File: src/rtl/game_link_decoder.sv
// Parses 5-byte link frames (A5, TYPE, HI, LO, CHK) from a UART byte stream and
// keeps the link-alive flag, the last keeper/shot positions and a frame error count.
module game_link_decoder #(
  parameter int POS_W          = 12,
  parameter int TIMEOUT_CYCLES = 65_000_000,
  parameter int GAP_CYCLES     = 6_500
) (
  input  logic             clk,
  input  logic             rst,
  input  logic [7:0]       rx_data,
  input  logic             rx_valid,
  output logic             connect_corrected,
  output logic [POS_W-1:0] keeper_pos,
  output logic [POS_W-1:0] shot_pos,
  output logic             frame_ok,
  output logic             ack_req,
  output logic [7:0]       err_cnt
);

  localparam int ALIVE_W = (TIMEOUT_CYCLES > 1) ? $clog2(TIMEOUT_CYCLES) : 1;
  localparam int GAP_W   = (GAP_CYCLES > 1) ? $clog2(GAP_CYCLES) : 1;
  localparam logic [ALIVE_W-1:0] ALIVE_LAST = ALIVE_W'(TIMEOUT_CYCLES - 1);
  localparam logic [GAP_W-1:0]   GAP_LAST   = GAP_W'(GAP_CYCLES - 1);

  localparam logic [7:0] HDR       = 8'hA5;
  localparam logic [7:0] T_CONNECT = 8'h01;
  localparam logic [7:0] T_KEEPER  = 8'h02;
  localparam logic [7:0] T_SHOT    = 8'h03;

  typedef enum logic [2:0] {S_IDLE, S_TYPE, S_HI, S_LO, S_CHK} state_t;

  state_t             state, state_next;
  logic [7:0]         type_q, hi_q, lo_q;
  logic [GAP_W-1:0]   gap_cnt;
  logic [ALIVE_W-1:0] alive_cnt;

  logic latch_type, latch_hi, latch_lo;
  logic commit, err_event, gap_timeout;

  always_ff @(posedge clk) begin
    if (!rst) state <= S_IDLE;
    else      state <= state_next;
  end

  // NOTE: every signal driven here gets a default first, so no path can infer a latch.
  always_comb begin
    state_next  = state;
    latch_type  = 1'b0;
    latch_hi    = 1'b0;
    latch_lo    = 1'b0;
    commit      = 1'b0;
    err_event   = 1'b0;
    gap_timeout = 1'b0;
    if (rx_valid) begin
      case (state)
        S_IDLE: if (rx_data == HDR) state_next = S_TYPE;
        S_TYPE: begin
          if (rx_data inside {T_CONNECT, T_KEEPER, T_SHOT}) begin
            latch_type = 1'b1;
            state_next = S_HI;
          end else begin
            err_event  = 1'b1;
            state_next = S_IDLE;
          end
        end
        // A5 inside the payload is plain data; there is no mid-frame resync.
        S_HI: begin
          latch_hi   = 1'b1;
          state_next = S_LO;
        end
        S_LO: begin
          latch_lo   = 1'b1;
          state_next = S_CHK;
        end
        S_CHK: begin
          state_next = S_IDLE;
          if (rx_data == (type_q ^ hi_q ^ lo_q)) commit    = 1'b1;
          else                                   err_event = 1'b1;
        end
        default: state_next = S_IDLE;
      endcase
    end else if (state != S_IDLE && gap_cnt == GAP_LAST) begin
      gap_timeout = 1'b1;
      err_event   = 1'b1;
      state_next  = S_IDLE;
    end
  end

  // NOTE: sequential state uses non-blocking assignments so every flop samples pre-edge values.
  always_ff @(posedge clk) begin
    if (!rst) begin
      type_q            <= '0;
      hi_q              <= '0;
      lo_q              <= '0;
      gap_cnt           <= '0;
      alive_cnt         <= '0;
      connect_corrected <= 1'b0;
      keeper_pos        <= '0;
      shot_pos          <= '0;
      frame_ok          <= 1'b0;
      ack_req           <= 1'b0;
      err_cnt           <= '0;
    end else begin
      frame_ok <= commit;
      ack_req  <= commit && (type_q == T_CONNECT);

      if (latch_type) type_q <= rx_data;
      if (latch_hi)   hi_q   <= rx_data;
      if (latch_lo)   lo_q   <= rx_data;

      if (rx_valid || gap_timeout || state == S_IDLE) gap_cnt <= '0;
      else                                           gap_cnt <= gap_cnt + 1'b1;

      if (err_event && err_cnt != 8'hFF) err_cnt <= err_cnt + 8'd1;

      if (commit && type_q == T_KEEPER) keeper_pos <= POS_W'({hi_q, lo_q});
      if (commit && type_q == T_SHOT)   shot_pos   <= POS_W'({hi_q, lo_q});

      // A commit always wins over an expiring alive window.
      if (commit) begin
        alive_cnt <= '0;
        if (type_q == T_CONNECT) connect_corrected <= 1'b1;
      end else if (connect_corrected) begin
        if (alive_cnt == ALIVE_LAST) begin
          connect_corrected <= 1'b0;
          alive_cnt         <= '0;
        end else begin
          alive_cnt <= alive_cnt + 1'b1;
        end
      end
    end
  end

endmodule

File: config.mk
export PLATFORM = sky130hd
export DESIGN_NAME = game_link_decoder
export DESIGN_NICKNAME = d
export VERILOG_FILES = /design/src/rtl/game_link_decoder.sv
export SDC_FILE = /design/constraint.sdc
export NUM_CORES = 1
export LEC_CHECK = 0
export CORE_UTILIZATION = 60
export DETAILED_ROUTE_END_ITERATION = 8
export PLACE_DENSITY = 0.84
export SLEW_MARGIN = 20
export SYNTH_ARGS = -nofsm -noshare
export SYNTH_HDL_FRONTEND = slang
export SYNTH_SLANG_ARGS = --single-unit
File: constraint.sdc
create_clock -name clk -period 3.3 [get_ports clk]
set_input_delay 0.66 -clock clk [delete_from_list [all_inputs] [get_ports clk]]
set_output_delay 0.66 -clock clk [all_outputs]
set_load 0.05 [all_outputs]
[Word level (Yosys, flattened, before mapping)]
Cells that the tools add are included.
Word-level totals
  register bits after elaboration: 101
  output and inout port bits: 35
  logic and storage cells: 75
Cells by class
  add/sub/neg operators: 3
  equality and inequality tests: 17
  multiplexer cells: 26
  bitwise operators: 3
  reduce and logical (&&, ||, !) cells: 14
Operator list (count)
  8-bit by 2-bit == test with 1-bit output, second input constant: 4
  26-bit by 1-bit adder with 26-bit output, second input constant: 1
  26-bit == test, second input constant: 1
  26-bit two-way mux: 1
  1-bit two-way mux: 19
  8-bit by 1-bit == test with 1-bit output, second input constant: 2
  8-bit bitwise XOR: 2
  13-bit by 1-bit adder with 13-bit output, second input constant: 1
  13-bit == test, second input constant: 1
  3-bit one-hot mux with 4 select lines: 1
  3-bit two-way mux: 3
  8-bit by 1-bit adder with 8-bit output, second input constant: 1
  8-bit == test: 1
  8-bit == test, second input constant: 1
  8-bit inequality test, second input constant: 1
  3-bit by 2-bit == test with 1-bit output, second input constant: 2
  3-bit nonzero test: 2
  1-bit logical AND: 5
  2-bit OR reduction: 2
  3-bit by 1-bit == test with 1-bit output, second input constant: 1
  3-bit == test, second input constant: 1
  3-bit logical NOT: 1
  3-bit inequality test, second input constant: 1
  1-bit logical OR: 2
  other kinds (6): 6

[Logic depth before layout (Yosys ltp)]
Gate-level depths: netlist of the first run.
  depth in word-level cells: 7
  mapped depth: 8
  gate-level depth less buffers: 8

[Worst setup path before layout of the first run]
OpenSTA, ideal clock, no wires.
  path kind: register to register
  start point: reg connect_corrected
  end point: reg alive_cnt[24]
  arrival time: 1984 ps
  data required time: 3183 ps
  path slack: 1199 ps
  stages on the path, launching flop included: 8
  buffers on the path: 0
  period minus slack after synthesis: 2101 ps
  path through: dfxtp_1 -> nand4_1 -> nor3_1 -> nand4_1 -> nor2_1 -> nand4_1 -> xor2_1 -> nor2_1
RTL lines
  from (decl): RTL line 12  | output logic connect_corrected,
  from (signal assigned): RTL line 97  | connect_corrected <= 1'b0;
  from (signal assigned): RTL line 122  | if (type_q == T_CONNECT) connect_corrected <= 1'b1;
  from (signal assigned): RTL line 125  | connect_corrected <= 1'b0;
  to (signal assigned): RTL line 128  | alive_cnt <= alive_cnt + 1'b1;
  to (decl): RTL line 35  | logic [ALIVE_W-1:0] alive_cnt;

[Final worst setup path of the first run]
  start point: in rx_data[1]
  end point: reg keeper_pos[10]
On the way
  word-level cells in the longest chain between the ends: 5
RTL lines
  from (decl): RTL line 10  | input logic [7:0] rx_data,
  8-bit == test: RTL line 77  | if (rx_data == (type_q ^ hi_q ^ lo_q)) commit = 1'b1;
  1-bit two-way mux: RTL line 77
  1-bit two-way mux: RTL line 55  | case (state)
  1-bit two-way mux: RTL line 54  | if (rx_valid) begin
  1-bit logical AND: RTL line 116  | if (commit && type_q == T_KEEPER) keeper_pos <= POS_W'({hi_q, lo_q});
  to (signal assigned): RTL line 116
  to (decl): RTL line 13  | output logic [POS_W-1:0] keeper_pos,
No other way between the ends.
A chain may end at the register's enable or synchronous reset.

==> metrics.txt, run 1 <==
status=finished clean; internal power=1.68 mW; Worst setup SP type=input pin; Starting Density=a little over three fifths; Total GRT Usage=between 20% and 30%; Final Cycle Share=between 70% and 80%; grt ovf=0; Max-Cap Viols=0; post-synthesis async set-or-reset flop share=0%; DR pass1 iterations=4; sequential fraction of the synthesis area=46.4%; Routed Antenna Nets=0; first-pass GRT wire length=14800 um; Post-DP HPWL=a little over 6000 um; fin util=approximately 73%; io pins=46; Worst EP arrival=between 2 and 3 ns; Logic pwr share=3.5%; post-synth top area cell=dfxtp_1; met2 routed WL=between 4000 and 5000 um; post-CTS setup buffers=0; synthesized net count=508; top cells by area, synth=dfxtp_1 (46%), nand2_1 (8.7%), mux2i_1 (7.6%); critical path fanouts, max=12; most frequent cells in the layout=nand2_1 (101), dfxtp_1 (101), nor2_1 (62); minimum clock period=2.53 ns; placed standard-cell area=roughly 0.0049 sq mm; wire length on met1=just over 4000 um; Inst Count DP=between 600 and 700; Root Driver=clkbuf_8; crit path kind=input pin to register; I/O Buffers=45; Peak VDD IR=between 300 and 400 uV; Final setup viols=0; worst skew pair latency=0.37 ns; Post-synth EDFFs=0; Final nets=between 500 and 600; synthesis-stage register bit count=around 100; switching power=0.456 mW; clock transition at the registers of the reported paths=about 0.090 ns; DRC Markers=0; die height=a little under 90 um; worst hold path type=register to register; largest net degree at the start of global routing=42; vias in the first global route=3200; Setup Skew=0.0109 ns; Site Rows=30; Top Metal Used=met4; Seq pwr share=about 57%; Final Instance Count excl. Fillers=around 640; Slew Limit Fails=0; switching share of power=a little over a fifth; Leakage=between 1.5 and 2 nW; Synth Cell Area=~0.0044 sq mm; CTS max path bufs=2; Starting DRT DRC Count=roughly 140; area grow syn2layout=16.4%; Die X=approximately 87 um; post-CTS resize count=0; Fin Hold WS=approximately 0.46 ns; CTS tree=done; PwrDens=approximately 420 mW/mm^2; fmax=roughly 400 MHz; crit end category=register; share of layout cells above drive strength 1=roughly 4.4%; RSZ-0062 raised after global routing=false; post-synthesis cell count=494; drt total wl=slightly below 9000 um; number of diodes=0; Setup TNS Final=0 ns; main flop type after synthesis=dfxtp_1; RD Place Congestion=0.900; Yosys Warn Count=0; critical path's slowest cell=clkdlybuf4s50_1; core outline area=0.00691 sq mm; hold buffer count at CTS=0; Worst-Margin Slew=~0.55 ns; Yosys top cell area share=~46%; vias per cell=approximately 5.3; vias post-DR=roughly 3400; Num CTS Buffers=9; die area=0.00760 sq mm; final hold viol count=0; relative slew slack=between 60% and 70%; CTS H-tree lvls=3; worst-path cell chain=clkdlybuf4s50_1 -> xor2_1 -> xnor2_1 -> nand4_1 -> nor3_4 -> and4b_1 -> buf_4 -> mux2i_1; Unique masters post-synth=between 40 and 50; Design Area, Final=0.00507 sq mm; Mean Syn Cell Area=between 8 and 9 sq um; CP Data Required Time=about 3.6 ns; wire per inst=approximately 14 um; clock net sink count=between 100 and 150; clock network power share=39.1%; max incr delay on CP=~0.58 ns; initial antenna violation count=0; Met3 Wirelength=348 um
==> metrics by stage <==
step / power [mW] / worst slack (ns)
3_5_place_dp: 1.32 / 0.414
3_3_place_gp: 1.32 / 0.554
5_1_grt: 2.19 / 0.630
6_report: 2.13 / 0.769
4_1_cts: 2.14 / 0.768
2_1_floorplan: 1.30 / 1.20
==> kinds of logic (layout without fill, tap and decap cells) <==
logic type               count (synthesis)  after routing  share of synthesized area [%]
flip-flops                             101            101                           46.4
multiplexers                            33             33                           7.59
XOR/XNOR                                60             60                           12.1
AND/OR/NAND/NOR                        236            236                           25.1
AO/OA/AOI/OAI                           33             33                           4.68
buffers and inverters                   28             77                           3.22
adder cells (fa/ha/maj)                  3              3                          0.862
==> metal layers <==
| layer | track usage [%] | up-vias |
|---|---|---|
| li1 | - | 1736 |
| met1 | 32.3 | 1600 |
| met2 | 42.8 | 55 |
| met3 | 4.83 | 10 |
| met4 | 8.20 | 0 |
| met5 | 0 | - |
==> cell type report <==
| class | instances | area (sq um) |
|---|---|---|
| Clock buffer | 12 | 135 |
| Multi-Input combinational cell | 365 | 2190 |
| Tap cell | 96 | 120 |
| Fill cell | 565 | 1840 |
| Clock inverter | 4 | 72.6 |
| Timing Repair Buffer | 50 | 483 |
| Inverter | 11 | 41.3 |
| Sequential cell | 101 | 2020 |
==> power groups by stage <==
| stage | clock (mW) | sequential (mW) | combinational [mW] |
|---|---|---|---|
| after floorplan | 0 | 1.26 | 0.0399 |
| after global placement | 0 | 1.25 | 0.0730 |
| after detailed placement | 0 | 1.25 | 0.0744 |
| after CTS | 0.843 | 1.22 | 0.0749 |
| after global routing | 0.888 | 1.22 | 0.0815 |
| final | 0.834 | 1.22 | 0.0752 |
==> Yosys cell counts, types with 3 or more instances <==
master and instances:
xor2_1 25, buf_2 3, dfxtp_1 101, ha_1 3, nor4b_1 4, and3_1 15
xnor2_1 35, a21oi_1 21, nor2_1 62, clkbuf_1 11, nor3_1 3, inv_1 11
nand4_1 15, nand2b_1 5, nand3_1 12, a31oi_1 3, mux2i_1 33, nand2_1 101
==> registers in the layout, summed over array words and instances (netlist names) <==
| register | flops |
|---|---|
| state | 3 |
| gap_cnt | 13 |
| keeper_pos | 12 |
| err_cnt | 8 |
| hi_q | 8 |
| lo_q | 8 |
| frame_ok | 1 |
| type_q | 8 |
| shot_pos | 12 |
| alive_cnt | 26 |
| ack_req | 1 |
| connect_corrected | 1 |
==> worst max-delay path, delay by kind of cell <==
kind / cells / cell delay (ns)
buf+inv: 2 / 0.82
simple gates: 3 / 0.75
xor+xnor: 2 / 0.37
mux: 1 / 0.22
==> path summary, 6_finish.rpt <==
path | depth (start not counted) | start | slack [ns] | endpoint
max | 8 | rx_data[1] | 0.77 | keeper_pos[10]$_SDFFE_PN0P_
min | 2 | keeper_pos[7]$_SDFFE_PN0P_ | 0.46 | keeper_pos[7]$_SDFFE_PN0P_
max reg2reg | 8 | alive_cnt[0]$_SDFFE_PP0P_ | 1.12 | alive_cnt[24]$_SDFFE_PP0P_
min reg2reg | 2 | keeper_pos[7]$_SDFFE_PN0P_ | 0.46 | keeper_pos[7]$_SDFFE_PN0P_
Power figures use the tool's default switching activity.
==> run 2: changes to the inputs <==
Settings changed: CORE_UTILIZATION 60 to 51, PLACE_DENSITY 0.84 to 0.76.
Clock period 3.3 ns to 2.2 ns, I/O delays scaled along.
==> metrics.txt, run 2 (synthesis results as in run 1) <==
Root Driver=clkbuf_8 (unchanged); CP Data Required Time=1.76 ns (was 3.60 ns); CTS H-tree lvls=3 (unchanged); Fin Hold WS=0.468 ns (was 0.461 ns); clock network power share=37.2% (was 39.1%); Crit path depth=1 (was 8); internal power=2.41 mW (was 1.68 mW); share of layout cells above drive strength 1=7.84% (was 4.42%); crit end category=primary output (was register); worst skew pair latency=0.36 ns (was 0.37 ns); Worst Hold Path EP=shot_pos[1]$_SDFFE_PN0P_ (was keeper_pos[7]$_SDFFE_PN0P_); fin util=63.6% (was 73.4%); Worst-Margin Slew=0.502 ns (was 0.550 ns); PwrDens=597 mW/mm^2 (was 421 mW/mm^2); Most flops, register=alive_cnt (unchanged); Peak VDD IR=428 uV (was 310 uV); Routed Antenna Nets=0 (unchanged); Final nets=571 (was 552); Num CTS Buffers=9 (unchanged); placed standard-cell area=0.00506 sq mm (was 0.00486 sq mm); io pins=46 (unchanged); core outline area=0.00826 sq mm (was 0.00691 sq mm); final hold viol count=0 (unchanged); Slew Limit Fails=0 (unchanged); number of diodes=0 (unchanged); initial antenna violation count=0 (unchanged); max reg flops=26 (unchanged); worst hold path type=register to register (unchanged); critical path fanouts, max=6 (was 12); CTS tree=done (unchanged); Worst setup SP type=register (was input pin); Final Cycle Share=95.5%; I/O Buffers=45 (unchanged); relative slew slack=66.4% (was 63.2%); clock transition at the registers of the reported paths=0.10 ns (was 0.09 ns); Worst EP arrival=1.66 ns (was 2.83 ns); Total GRT Usage=21.6% (was 25.2%); Design Area, Final=0.00525 sq mm (was 0.00507 sq mm); Final setup viols=0 (unchanged); Logic pwr share=4.3% (was 3.5%); critical path's slowest cell=clkdlybuf4s50_1 (unchanged); vias post-DR=3442 (was 3401); first-pass GRT wire length=15200 um (was 14800 um); largest registers=alive_cnt x26, gap_cnt x13 (unchanged); reg2reg end=keeper_pos[1]$_SDFFE_PN0P_ (was alive_cnt[24]$_SDFFE_PP0P_); most frequent cells in the layout=nand2_1 (101), dfxtp_1 (101), nor2_1 (62) (unchanged); Seq pwr share=58.5% (was 57.3%); HP Start=shot_pos[1]$_SDFFE_PN0P_ (was keeper_pos[7]$_SDFFE_PN0P_); die area=0.00891 sq mm (was 0.00760 sq mm); die height=94.4 um (was 87.2 um); WHS Path Cells=2 (unchanged); Site Rows=33 (was 30); switching power=0.721 mW (was 0.456 mW); grt ovf=0 (unchanged); crit path kind=register to primary output (was input pin to register); drt total wl=8890 um (was 8840 um); Worst Reg-to-Reg Cells=5 (was 8); max incr delay on CP=0.85 ns (was 0.58 ns); status=finished clean (unchanged); Final Instance Count excl. Fillers=666 (was 639); Die X=94.4 um (was 87.2 um); total power=3.14 mW (was 2.13 mW); Starting Density=52.7% (was 63.0%); switching share of power=23.0% (was 21.4%); Inst Count DP=651 (was 623); hold buffer count at CTS=0 (unchanged); post-CTS resize count=0 (unchanged); vias per cell=5.17 (was 5.32); Setup WS post-layout=0.0982 ns (was 0.769 ns); Worst R2R Setup Slack=0.22 ns (was 1.12 ns); RSZ-0062 raised after global routing=false (unchanged); Starting DRT DRC Count=76 (was 143); CTS max path bufs=2 (unchanged); dpl ws=-0.257 ns (was 0.414 ns); post-CTS setup buffers=0 (unchanged); wire per inst=13.4 um (was 13.8 um); largest net degree at the start of global routing=42 (unchanged); Setup TNS Final=0 ns (unchanged); minimum clock period=approximately 2.1 ns; area grow syn2layout=20.6% (was 16.4%); worst-path cell chain=clkdlybuf4s50_1 (was clkdlybuf4s50_1 -> xor2_1 -> xnor2_1 -> nand4_1 -> nor3_4 -> and4b_1 -> buf_4 -> mux2i_1); Setup Skew=0.0109 ns (about the same); DR pass1 iterations=4 (unchanged); worst flop-to-flop path startpoint=type_q[7]$_SDFFE_PN0P_ (was alive_cnt[0]$_SDFFE_PP0P_); fmax=between 400 and 500 MHz; Leakage=1.99 nW (was 1.89 nW); clock net sink count=101 (unchanged); cell family with most CP delay=buffers and inverters (unchanged); Post-DP HPWL=6410 um (was 6210 um); vias in the first global route=3319 (was 3200); Max-Cap Viols=0 (unchanged); RD Place Congestion=0.756 (was 0.900); worst path buffer plus inverter count=1 (was 2); DRC Markers=0 (unchanged)
run 2: cell count changes in the layout (fill, tap and decap cells not counted), sizes merged:
cell,previous run,this run
inv,11,12
clkbuf,12,10
clkinv,1,0
bufinv,2,1
buf,6,25
clkinvlp,1,3
run 2: per-layer routing:
metal | GRT usage (%) | routed length (um)
met5 | 0 | 0
met2 | 35.8 | 4230
met4 | 6.03 | 95
met3 | 4.99 | 339
met1 | 28.2 | 4230
run 2: how the worst max path moves through the flow:
| stage | slack [ns] | start | end |
|---|---|---|---|
| CTS | 0.08 | connect_corrected$_SDFFE_PN0P_ | connect_corrected |
| floorplan | 0.1 | connect_corrected$_SDFFE_PN0P_ | alive_cnt[24]$_SDFFE_PP0P_ |
| global route | 0.02 | connect_corrected$_SDFFE_PN0P_ | connect_corrected |
| detailed placement | -0.26 | rx_data[5] | keeper_pos[1]$_SDFFE_PN0P_ |
| finish | 0.1 | connect_corrected$_SDFFE_PN0P_ | connect_corrected |
| global placement | -0.20 | rx_data[5] | keeper_pos[0]$_SDFFE_PN0P_ |
run 2: layout make-up:
| type | count | area [sq um] |
|---|---|---|
| Clock inverter | 5 | 61.3 |
| Tap cell | 105 | 131 |
| Timing Repair Buffer | 69 | 676 |
| Fill cell | 720 | 3010 |
| Sequential cell | 101 | 2020 |
| Inverter | 11 | 41.3 |
| Multi-Input combinational cell | 365 | 2190 |
| Clock buffer | 10 | 128 |
run 2: power groups by stage:
stage                     clock, mW  sequential, mW  combinational, mW
after floorplan                   0            1.88             0.0598
after global placement            0            1.88              0.132
after detailed placement          0            1.88              0.135
after CTS                      1.18            1.83              0.136
after global routing           1.25            1.83              0.148
final                          1.17            1.83              0.136
